<file path="src/rtl/analog_core_array_ctrl.sv">
// analog_core_array_ctrl: cclk/div2/LO generation, comparator->fb1 loop and timestamped event FIFO.
// Define ANALOG_CTRL_FB_OVERRIDE_EN to add fb_ovr_en/fb_ovr_val forcing of fb1.
module analog_core_array_ctrl #(
    parameter int N_CH       = 4,
    parameter int DIV_W      = 8,
    parameter int TS_W       = 12,
    parameter int FIFO_DEPTH = 8,
    localparam int CH_W      = (N_CH > 1) ? $clog2(N_CH) : 1,
    localparam int EV_W      = CH_W + 1 + TS_W
) (
    input  logic             wb_clk_i,
    input  logic             wb_rst_i,
    input  logic             en,
    input  logic [DIV_W-1:0] div_cfg,
    input  logic [N_CH-1:0]  high_buf,
    input  logic [N_CH-1:0]  phi1b_dig,
    output logic             cclk,
    output logic             div2,
    output logic [N_CH-1:0]  lo,
    output logic [N_CH-1:0]  fb1,
    output logic             ev_valid,
    input  logic             ev_ready,
    output logic [EV_W-1:0]  ev_data,
    output logic             ovf,
    input  logic             clr_ovf
`ifdef ANALOG_CTRL_FB_OVERRIDE_EN
    ,
    input  logic             fb_ovr_en,
    input  logic [N_CH-1:0]  fb_ovr_val
`endif
);
    localparam int PW = $clog2(FIFO_DEPTH);

    logic [DIV_W-1:0] cnt_q, cnt_d;
    logic             cclk_q, cclk_d, div2_q, div2_d;
    logic [1:0]       j_q, j_d;
    logic [TS_W-1:0]  ts_q, ts_d;
    logic [N_CH-1:0]  hb_s1_q, hb_s2_q, ph_s1_q, ph_s2_q, ph_s3_q;
    logic [N_CH-1:0]  fb_q, fb_d, pend_q, pend_d, hval_q, hval_d;
    logic [N_CH-1:0]  sel, gnt, chg;
    logic [TS_W-1:0]  hts_q [N_CH];
    logic [TS_W-1:0]  hts_d [N_CH];
    logic [EV_W-1:0]  mem_q [FIFO_DEPTH];
    logic [EV_W-1:0]  mem_d [FIFO_DEPTH];
    logic [PW-1:0]    wr_q, wr_d, rd_q, rd_d;
    logic [PW:0]      fcnt_q, fcnt_d;
    logic             ev_valid_q, ev_valid_d, ovf_q, ovf_d;
    logic [EV_W-1:0]  ev_data_q, ev_data_d, push_data;
    logic [CH_W-1:0]  gch;
    logic             tick, rise, push, pop, lost;

    always_comb begin
        tick   = en && (cnt_q >= div_cfg);
        rise   = tick && !cclk_q;
        cnt_d  = !en ? cnt_q : tick ? '0 : cnt_q + 1'b1;
        cclk_d = cclk_q ^ tick;
        div2_d = div2_q ^ rise;
        j_d    = rise ? {j_q[0], ~j_q[1]} : j_q;
        ts_d   = ts_q + TS_W'(rise);
    end

    // Channels are scanned high to low so the lowest pending index wins the FIFO slot.
    always_comb begin
        chg    = '0;
        sel    = '0;
        gch    = '0;
        fb_d   = fb_q;
        hval_d = hval_q;
        hts_d  = hts_q;
        for (int i = N_CH - 1; i >= 0; i--) begin
            if (en && ph_s2_q[i] && !ph_s3_q[i]) begin
                fb_d[i] = hb_s2_q[i];
                chg[i]  = hb_s2_q[i] != fb_q[i];
            end
            if (chg[i]) begin
                hval_d[i] = hb_s2_q[i];
                hts_d[i]  = ts_q;
            end
            if (pend_q[i]) begin
                sel    = '0;
                sel[i] = 1'b1;
                gch    = CH_W'(i);
            end
        end
        pop        = ev_valid_q && ev_ready;
        push       = |pend_q && (fcnt_q != (PW+1)'(FIFO_DEPTH) || pop);
        gnt        = push ? sel : '0;
        lost       = |(chg & pend_q & ~gnt);
        pend_d     = (pend_q & ~gnt) | chg;
        ovf_d      = lost || (ovf_q && !clr_ovf);
        push_data  = {gch, hval_q[gch], hts_q[gch]};
        mem_d      = mem_q;
        if (push) mem_d[wr_q] = push_data;
        wr_d       = wr_q + PW'(push);
        rd_d       = rd_q + PW'(pop);
        fcnt_d     = fcnt_q + (PW+1)'(push) - (PW+1)'(pop);
        ev_valid_d = fcnt_d != '0;
        ev_data_d  = ev_valid_d ? mem_d[rd_d] : ev_data_q;
    end

    always_comb begin
        lo = '0;
        for (int i = 0; i < N_CH; i++) lo[i] = (i % 2 == 0) ? j_q[0] : j_q[1];
    end

    always_ff @(posedge wb_clk_i) begin
        if (wb_rst_i) begin
            cnt_q      <= '0;
            cclk_q     <= 1'b0;
            div2_q     <= 1'b0;
            j_q        <= 2'b00;
            ts_q       <= '0;
            hb_s1_q    <= '0;
            hb_s2_q    <= '0;
            ph_s1_q    <= '0;
            ph_s2_q    <= '0;
            ph_s3_q    <= '0;
            fb_q       <= '0;
            pend_q     <= '0;
            hval_q     <= '0;
            hts_q      <= '{default: '0};
            mem_q      <= '{default: '0};
            wr_q       <= '0;
            rd_q       <= '0;
            fcnt_q     <= '0;
            ev_valid_q <= 1'b0;
            ev_data_q  <= '0;
            ovf_q      <= 1'b0;
        end else begin
            cnt_q      <= cnt_d;
            cclk_q     <= cclk_d;
            div2_q     <= div2_d;
            j_q        <= j_d;
            ts_q       <= ts_d;
            hb_s1_q    <= high_buf;
            hb_s2_q    <= hb_s1_q;
            ph_s1_q    <= phi1b_dig;
            ph_s2_q    <= ph_s1_q;
            ph_s3_q    <= ph_s2_q;
            fb_q       <= fb_d;
            pend_q     <= pend_d;
            hval_q     <= hval_d;
            hts_q      <= hts_d;
            mem_q      <= mem_d;
            wr_q       <= wr_d;
            rd_q       <= rd_d;
            fcnt_q     <= fcnt_d;
            ev_valid_q <= ev_valid_d;
            ev_data_q  <= ev_data_d;
            ovf_q      <= ovf_d;
        end
    end

    assign cclk     = cclk_q;
    assign div2     = div2_q;
    assign ev_valid = ev_valid_q;
    assign ev_data  = ev_data_q;
    assign ovf      = ovf_q;
`ifdef ANALOG_CTRL_FB_OVERRIDE_EN
    assign fb1 = fb_ovr_en ? fb_ovr_val : fb_q;
`else
    assign fb1 = fb_q;
`endif
endmodule

</file>
<file path="config.mk">
export PLATFORM = sky130hd
export DESIGN_NAME = analog_core_array_ctrl
export DESIGN_NICKNAME = d
export VERILOG_FILES = /design/src/rtl/analog_core_array_ctrl.sv
export SDC_FILE = /design/constraint.sdc
export NUM_CORES = 1
export LEC_CHECK = 0
export ABC_AREA = 1
export CELL_PAD_IN_SITES_DETAIL_PLACEMENT = 1
export CELL_PAD_IN_SITES_GLOBAL_PLACEMENT = 1
export CORE_MARGIN = 8
export CORE_UTILIZATION = 40
export DETAILED_ROUTE_END_ITERATION = 7
export PLACE_DENSITY = 0.68
export REMOVE_ABC_BUFFERS = 1
export SLEW_MARGIN = 20
export SYNTH_ARGS = -nofsm -noshare
export SYNTH_HDL_FRONTEND = slang
export SYNTH_SLANG_ARGS = --single-unit
export TNS_END_PERCENT = 1
</file>
<file path="constraint.sdc">
create_clock -name wb_clk_i -period 3.16 [get_ports wb_clk_i]
set_input_delay 0.474 -clock wb_clk_i [delete_from_list [all_inputs] [get_ports wb_clk_i]]
set_output_delay 0.474 -clock wb_clk_i [all_outputs]
set_load 0.02 [all_outputs]
</file>
==> run_results.csv, run 1 <==
group,metric,value,unit
routing,dr.pass1.iters,5,
clocking,clkLatencyLatePin,0.55,ns
timing,final-max-slew-violation-count,0,
timing,post-route-min-period,2.85,ns
hold_path,min_path_cells,2,
pwr,combPwrFrac,0.254,
synth,synth_xor_area_frac,0.00541,
clocking,cts.root.buffer_cell,"clkbuf_16",
clocking,h-tree-depth,1,
clocking,tritoncts,"done",
critical_path,worst_setup_path_start_kind,"register",
final_layout,nFillCells,3421,
synth,synth_edf_count,0,
timing,worst_pin_slew,1.09,ns
clocking,cts_sinks,251,
pwr,ir_drop,0.361,mV
final_layout,layout_commonest_cell,"nand3_1",
final_layout,layout.nets,1551,
synth,synth_mux_area_frac,0,
clocking,clk_pin_slew,0.06,ns
pwr,power.internal,6.27,mW
timing,slew_headroom,0.274,
critical_path,reg2reg_from,"pend_q[2]",
hold_path,hold_start,"wb_rst_i",
die,floorplan.die.width,184,um
timing,fin_ws,0.308,ns
grt,antenna_found_initial,0,
critical_path,r2r_setup_slack,0.31,ns
routing,drtIter0Drc,791,
hold_path,hold_path_class,"in -> reg",
placed_design,place_ws,-0.135,ns
synth,synth_top_flop_cell,"dfxtp_1",
timing,hold_viol,0,
critical_path,r2r_cells,15,
clocking,post_cts_buffers,0,
final_layout,drive_gt1_frac,0.0950,
grt,grt_pass1_vias,10800,
pwr,seq_power_share,0.373,
timing,final-setup-viol-count,0,
final_layout,diodes,0,
clocking,cts-resized-gates,0,
die,pin_count,48,
synth,synth_compound_area_frac,0.110,
final_layout,area_growth,15.3,%
critical_path,critPathArrivalTime,3.33,ns
routing,wl_per_cell,19.4,um
final_layout,final_cell_mix,"nand3_1, dfxtp_1, nand2_1, a21oi_1, inv_1",
flow_run,cap_violations,0,
grt,grt_max_degree,121,
placed_design,dp_cells,1854,
synth,syn-mean-instance-area,7.67,um^2
die,start_util,0.407,
placed_design,io_buffers,47,
clocking,cts_buffer_depth,3,
synth,syn_area,11300,um^2
critical_path,rr_endpoint,"ev_data[0]",
routing,route.vias.total,10500,
synth,synth_warnings,0,
grt,grt_util_all_layers,0.219,
die,die_area,34000,um^2
routing,drtAntennaViolNets,0,
final_layout,stdcell_count,1905,
clocking,cts_made_buffers,29,
routing,drc_errors,0,
grt,grt_pass1_wl,59400,um
synth,synth-seq-area-share,0.443,
pwr,swShare,0.317,
timing,rsz0062_at_grt,"false",
die,core.rowCount,61,
critical_path,critPathCaptureType,"register",
die,core,27900,um^2
clocking,cts_hold_buf,0,
synth,synth_adder_area_share,0.0260,
grt,globalRouteOverflowTotal,0,
routing,routed_via_density,5.51,
pwr,power,9.17,mW
timing,holdWs,0.110,ns
die,die_h,184,um
synth,synthSimpleGateAreaFrac,0.332,
timing,finalCritPeriodShare,0.902,
pwr,power.density,702,nW/um^2
placed_design,gp_congestion,0.776,
critical_path,crit_type,"reg -> reg",
placed_design,dp_hpwl,23400,um
timing,fin_skew,0.0155,ns
hold_path,hold_end,"ph_s1_q[3]",
pwr,p_sw,2.91,mW
status,outcome,"finished clean",
critical_path,required,3.64,ns
pwr,p_clk_frac,0.373,
critical_path,worstPathMaxFanout,14,
synth,yosysUniqueCellTypes,39,
synth,postSynth.asyncResetShare,0,
synth,synth-seq-cells,251,
synth,synth_top_family_by_area,"simple AND/OR/NAND/NOR gates",
routing,wirelength,36900,um
pwr,leakagePower,4.94,nW
synth,syn_inst,1478,
timing,fmax,0.351,GHz
-- cell usage after synthesis, types with 9 or more instances --
library cell	number	area, um^2
buf_2	19	95.1
buf_6	14	158
nand3_2	14	140
clkbuf_1	38	143
inv_1	99	372
a211oi_1	25	188
dfxtp_1	251	5020
buf_4	9	67.6
nor2_1	75	282
nand3_4	12	210
nand3_1	378	1890
ha_1	22	275
nor3_1	9	45.0
o21ai_0	25	125
a21oi_1	178	891
inv_2	11	41.3
nand2_1	246	923
-- metal layers --
metal | vias up | GRT usage | share of wire
met5 | - | 0 | 0
met2 | 191 | 0.392 | 0.49
li1 | 5077 | - | -
met4 | 0 | 0.0629 | 0.023
met1 | 5170 | 0.272 | 0.45
met3 | 61 | 0.0248 | 0.036
-- flip-flops by register name (all words and copies together), names as in the netlist, 4 cells and up --
register / count
hval_q: 4
ts_q: 12
hts_q: 48
ev_data: 15
fb1: 4
fcnt_q: 4
pend_q: 4
hb_s1_q: 4
cnt_q: 8
hb_s2_q: 4
ph_s1_q: 4
ph_s3_q: 4
mem_q: 120
ph_s2_q: 4
-- final cells by class --
class	instances	area, um^2	area share
clock inverters	8	115	0.00881
well taps	378	473	0.0362
multi-input cells	1030	5380	0.412
clock buffers	43	848	0.0649
inverters	112	423	0.0324
repair buffers	83	805	0.0615
flip-flops and latches	251	5020	0.384
-- worst max path at each step --
stage                  end  slack [ns]      start  cells past startpoint
6_report        ev_data[0]        0.31  pend_q[2]                     15
5_1_grt        ev_data[10]        0.11  pend_q[2]                     15
3_3_place_gp    ev_data[5]       -0.02   ev_ready                     16
2_1_floorplan  ev_data[13]       -0.69   ev_ready                      9
4_1_cts         ev_data[0]        0.26  fcnt_q[2]                     16
3_5_place_dp    ev_data[0]       -0.14   ev_ready                     16
-- stage by stage --
stage / utilization / setup TNS, ns / cell area (um^2)
after floorplan: - / -10.17 / 10800
final: 0.469 / 0 / 13100
after CTS: 0.469 / 0 / 13100
after global routing: 0.469 / 0 / 13100
after global placement: 0.435 / -0.191 / 12100
after detailed placement: 0.435 / -1.51 / 12100
-- power by group through the flow --
stage                     Sequential, mW  Combinational [mW]  Clock, mW
after CTS                           3.42                2.33       3.47
after global placement              3.49                2.28          0
after detailed placement            3.49                2.31          0
after floorplan                     3.57                1.26          0
final                               3.42                2.33       3.42
after global routing                3.43                2.54       3.63
-- worst max-delay path, stage by stage, from the launching register on --
cell and delay (ns):
dfxtp_1 0.45, nor2_2 0.09, nand2_4 0.10, nand2_1 0.08, ha_1 0.28, inv_1 0.06
ha_1 0.15, inv_1 0.05, fa_1 0.37, xnor2_1 0.14, inv_1 0.07, nand4_1 0.11
nand2_1 0.06, inv_1 0.51, nand3_1 0.17, nand2_1 0.08
-- cell families (layout without fill, tap and decap cells) --
family,after synthesis,in the layout
AOI/OAI and AO/OA,233,233
buffers and inverters,197,246
xor gates and xnor gates,7,7
and+or+nand+nor,767,767
adders and majority gates,23,23
DFF,251,251
(Power assumes the default switching activity.)
==> inputs of run 2 (changes only) <==
--- a/config.mk
+++ b/config.mk
@@ -6,12 +6,13 @@
 export NUM_CORES = 1
 export LEC_CHECK = 0
 export ABC_AREA = 1
+export ABC_CLOCK_PERIOD_IN_PS = 3160
 export CELL_PAD_IN_SITES_DETAIL_PLACEMENT = 1
 export CELL_PAD_IN_SITES_GLOBAL_PLACEMENT = 1
 export CORE_MARGIN = 8
-export CORE_UTILIZATION = 40
+export CORE_UTILIZATION = 45
 export DETAILED_ROUTE_END_ITERATION = 7
-export PLACE_DENSITY = 0.68
+export PLACE_DENSITY = 0.75
 export REMOVE_ABC_BUFFERS = 1
 export SLEW_MARGIN = 20
 export SYNTH_ARGS = -nofsm -noshare
==> run_results.csv, run 2 (synthesized netlist as in run 1, its figures left out) <==
group,metric,value,unit
placed_design,gp_congestion,0.754,
timing,worst_pin_slew,0.795,ns
pwr,power,9.07,mW
critical_path,required,3.64,ns
timing,slew_headroom,0.470,
die,core,25000,um^2
critical_path,slowest_stage,"inv_1",
critical_path,crit_type,"reg -> reg",
final_layout,stdcell_count,1863,
pwr,leakagePower,4.95,nW
final_layout,regMostFlops,"mem_q",
clocking,h-tree-depth,1,
routing,drc_errors,0,
critical_path,critPathArrivalTime,3.42,ns
grt,grt_max_degree,103,
flow_run,cap_violations,0,
critical_path,critical_path.cell_chain,"inv_1 > ha_1 > nand3_2 > nand2_1 > ha_1 > inv_1 > ha_1 > inv_1 > fa_1 > xnor2_1 > inv_1 > nand4_1 > nand2_1 > inv_1 > nand3_1 > nand2_1",
final_layout,utilization,0.521,
routing,routed_via_density,5.68,
die,floorplan.die.width,175,um
routing,drtAntennaViolNets,0,
timing,hold_viol,0,
critical_path,worst_setup_path_start_kind,"register",
die,pin_count,48,
timing,rsz0062_at_grt,"false",
critical_path,slowest_delay,0.52,ns
clocking,clk_pin_slew,0.06,ns
final_layout,largest_reg_flops,120,
clocking,cts_made_buffers,28,
grt,globalRouteOverflowTotal,0,
clocking,cts.root.buffer_cell,"clkbuf_16",
timing,post-route-min-period,2.95,ns
clocking,cts_buffer_depth,3,
final_layout,diodes,0,
timing,finalCritPeriodShare,0.932,
final_layout,final_cell_mix,"nand3_1, dfxtp_1, nand2_1, a21oi_1, inv_1",
critical_path,worstPathMaxFanout,14,
placed_design,place_area,12100,um^2
timing,final-max-slew-violation-count,0,
final_layout,layout_commonest_cell,"nand3_1",
status,outcome,"finished clean",
pwr,ir_drop,0.540,mV
routing,route.vias.total,10600,
timing,fin_skew,0.0171,ns
placed_design,io_buffers,47,
placed_design,dp_hpwl,22800,um
clocking,tritoncts,"done",
critical_path,path_delay_family,"adder cells",
critical_path,worst-path-buf-inv,5,
die,start_util,0.454,
final_layout,drive_gt1_frac,0.0985,
clocking,cts_hold_buf,0,
clocking,cts-resized-gates,0,
routing,wirelength,36600,um
clocking,cts_sinks,251,
placed_design,dp_cells,1811,
final_layout,layout.nets,1555,
clocking,clkLatencyLatePin,0.55,ns
clocking,post_cts_buffers,0,
hold_path,hold_path_class,"in -> reg",
final_layout,area_growth,14.8,%
critical_path,path_common_cell,"inv_1",
grt,grt_pass1_wl,58900,um
grt,grt_util_all_layers,0.236,
timing,fmax,0.339,GHz
die,die_area,30500,um^2
grt,antenna_found_initial,0,
pwr,power.density,697,nW/um^2
grt,grt_pass1_vias,11000,
timing,final-setup-viol-count,0,
timing,holdWs,0.307,ns
die,core.rowCount,58,
die,die_h,175,um
routing,dr.pass1.iters,5,
final_layout,design_area,13000,um^2
routing,drtIter0Drc,641,
critical_path,critPathCaptureType,"register",
routing,wl_per_cell,19.6,um
[run 2: path summary, 6_finish.rpt]
path	cells past startpoint	slack (ns)	to	startpoint
worst max register to register	16	0.21	ev_data[12]	fcnt_q[2]
worst min-delay path	2	0.31	hb_s1_q[0]	wb_rst_i
worst max-delay path	16	0.21	ev_data[12]	fcnt_q[2]
worst min register to register	2	0.41	hb_s2_q[0]	hb_s1_q[0]
[run 2: cell type report]
type                    instances  area (um^2)
inverters                     112          423
multi-input cells            1030         5390
repair buffers                 88          817
flip-flops and latches        251         5020
well taps                     330          413
fillers                      3117        12000
clock buffers                  43          837
clock inverters                 9          106
[run 2: power by group]
part           internal (mW)  switching [mW]
Sequential              3.31           0.107
Clock                   1.98            1.34
Combinational          0.882            1.44
Total                   6.18            2.89
[run 2: through the flow]
step	setup WS [ns]	TNS, ns
3_3_place_gp	-0.0230	-0.229
5_1_grt	0.0144	0
2_1_floorplan	-0.688	-10.17
3_5_place_dp	-0.193	-2.38
4_1_cts	0.211	0
6_report	0.214	0
[run 2: layer usage]
layer  GRT usage  wire length (um)  share of wire  vias up
met1       0.294             15600           0.43     5131
met5           0                 0              0        -
met2       0.414             18000           0.49      274
met3      0.0309              1940          0.053       80
li1            -                 -              -     5089
met4      0.0791              1040          0.028        0
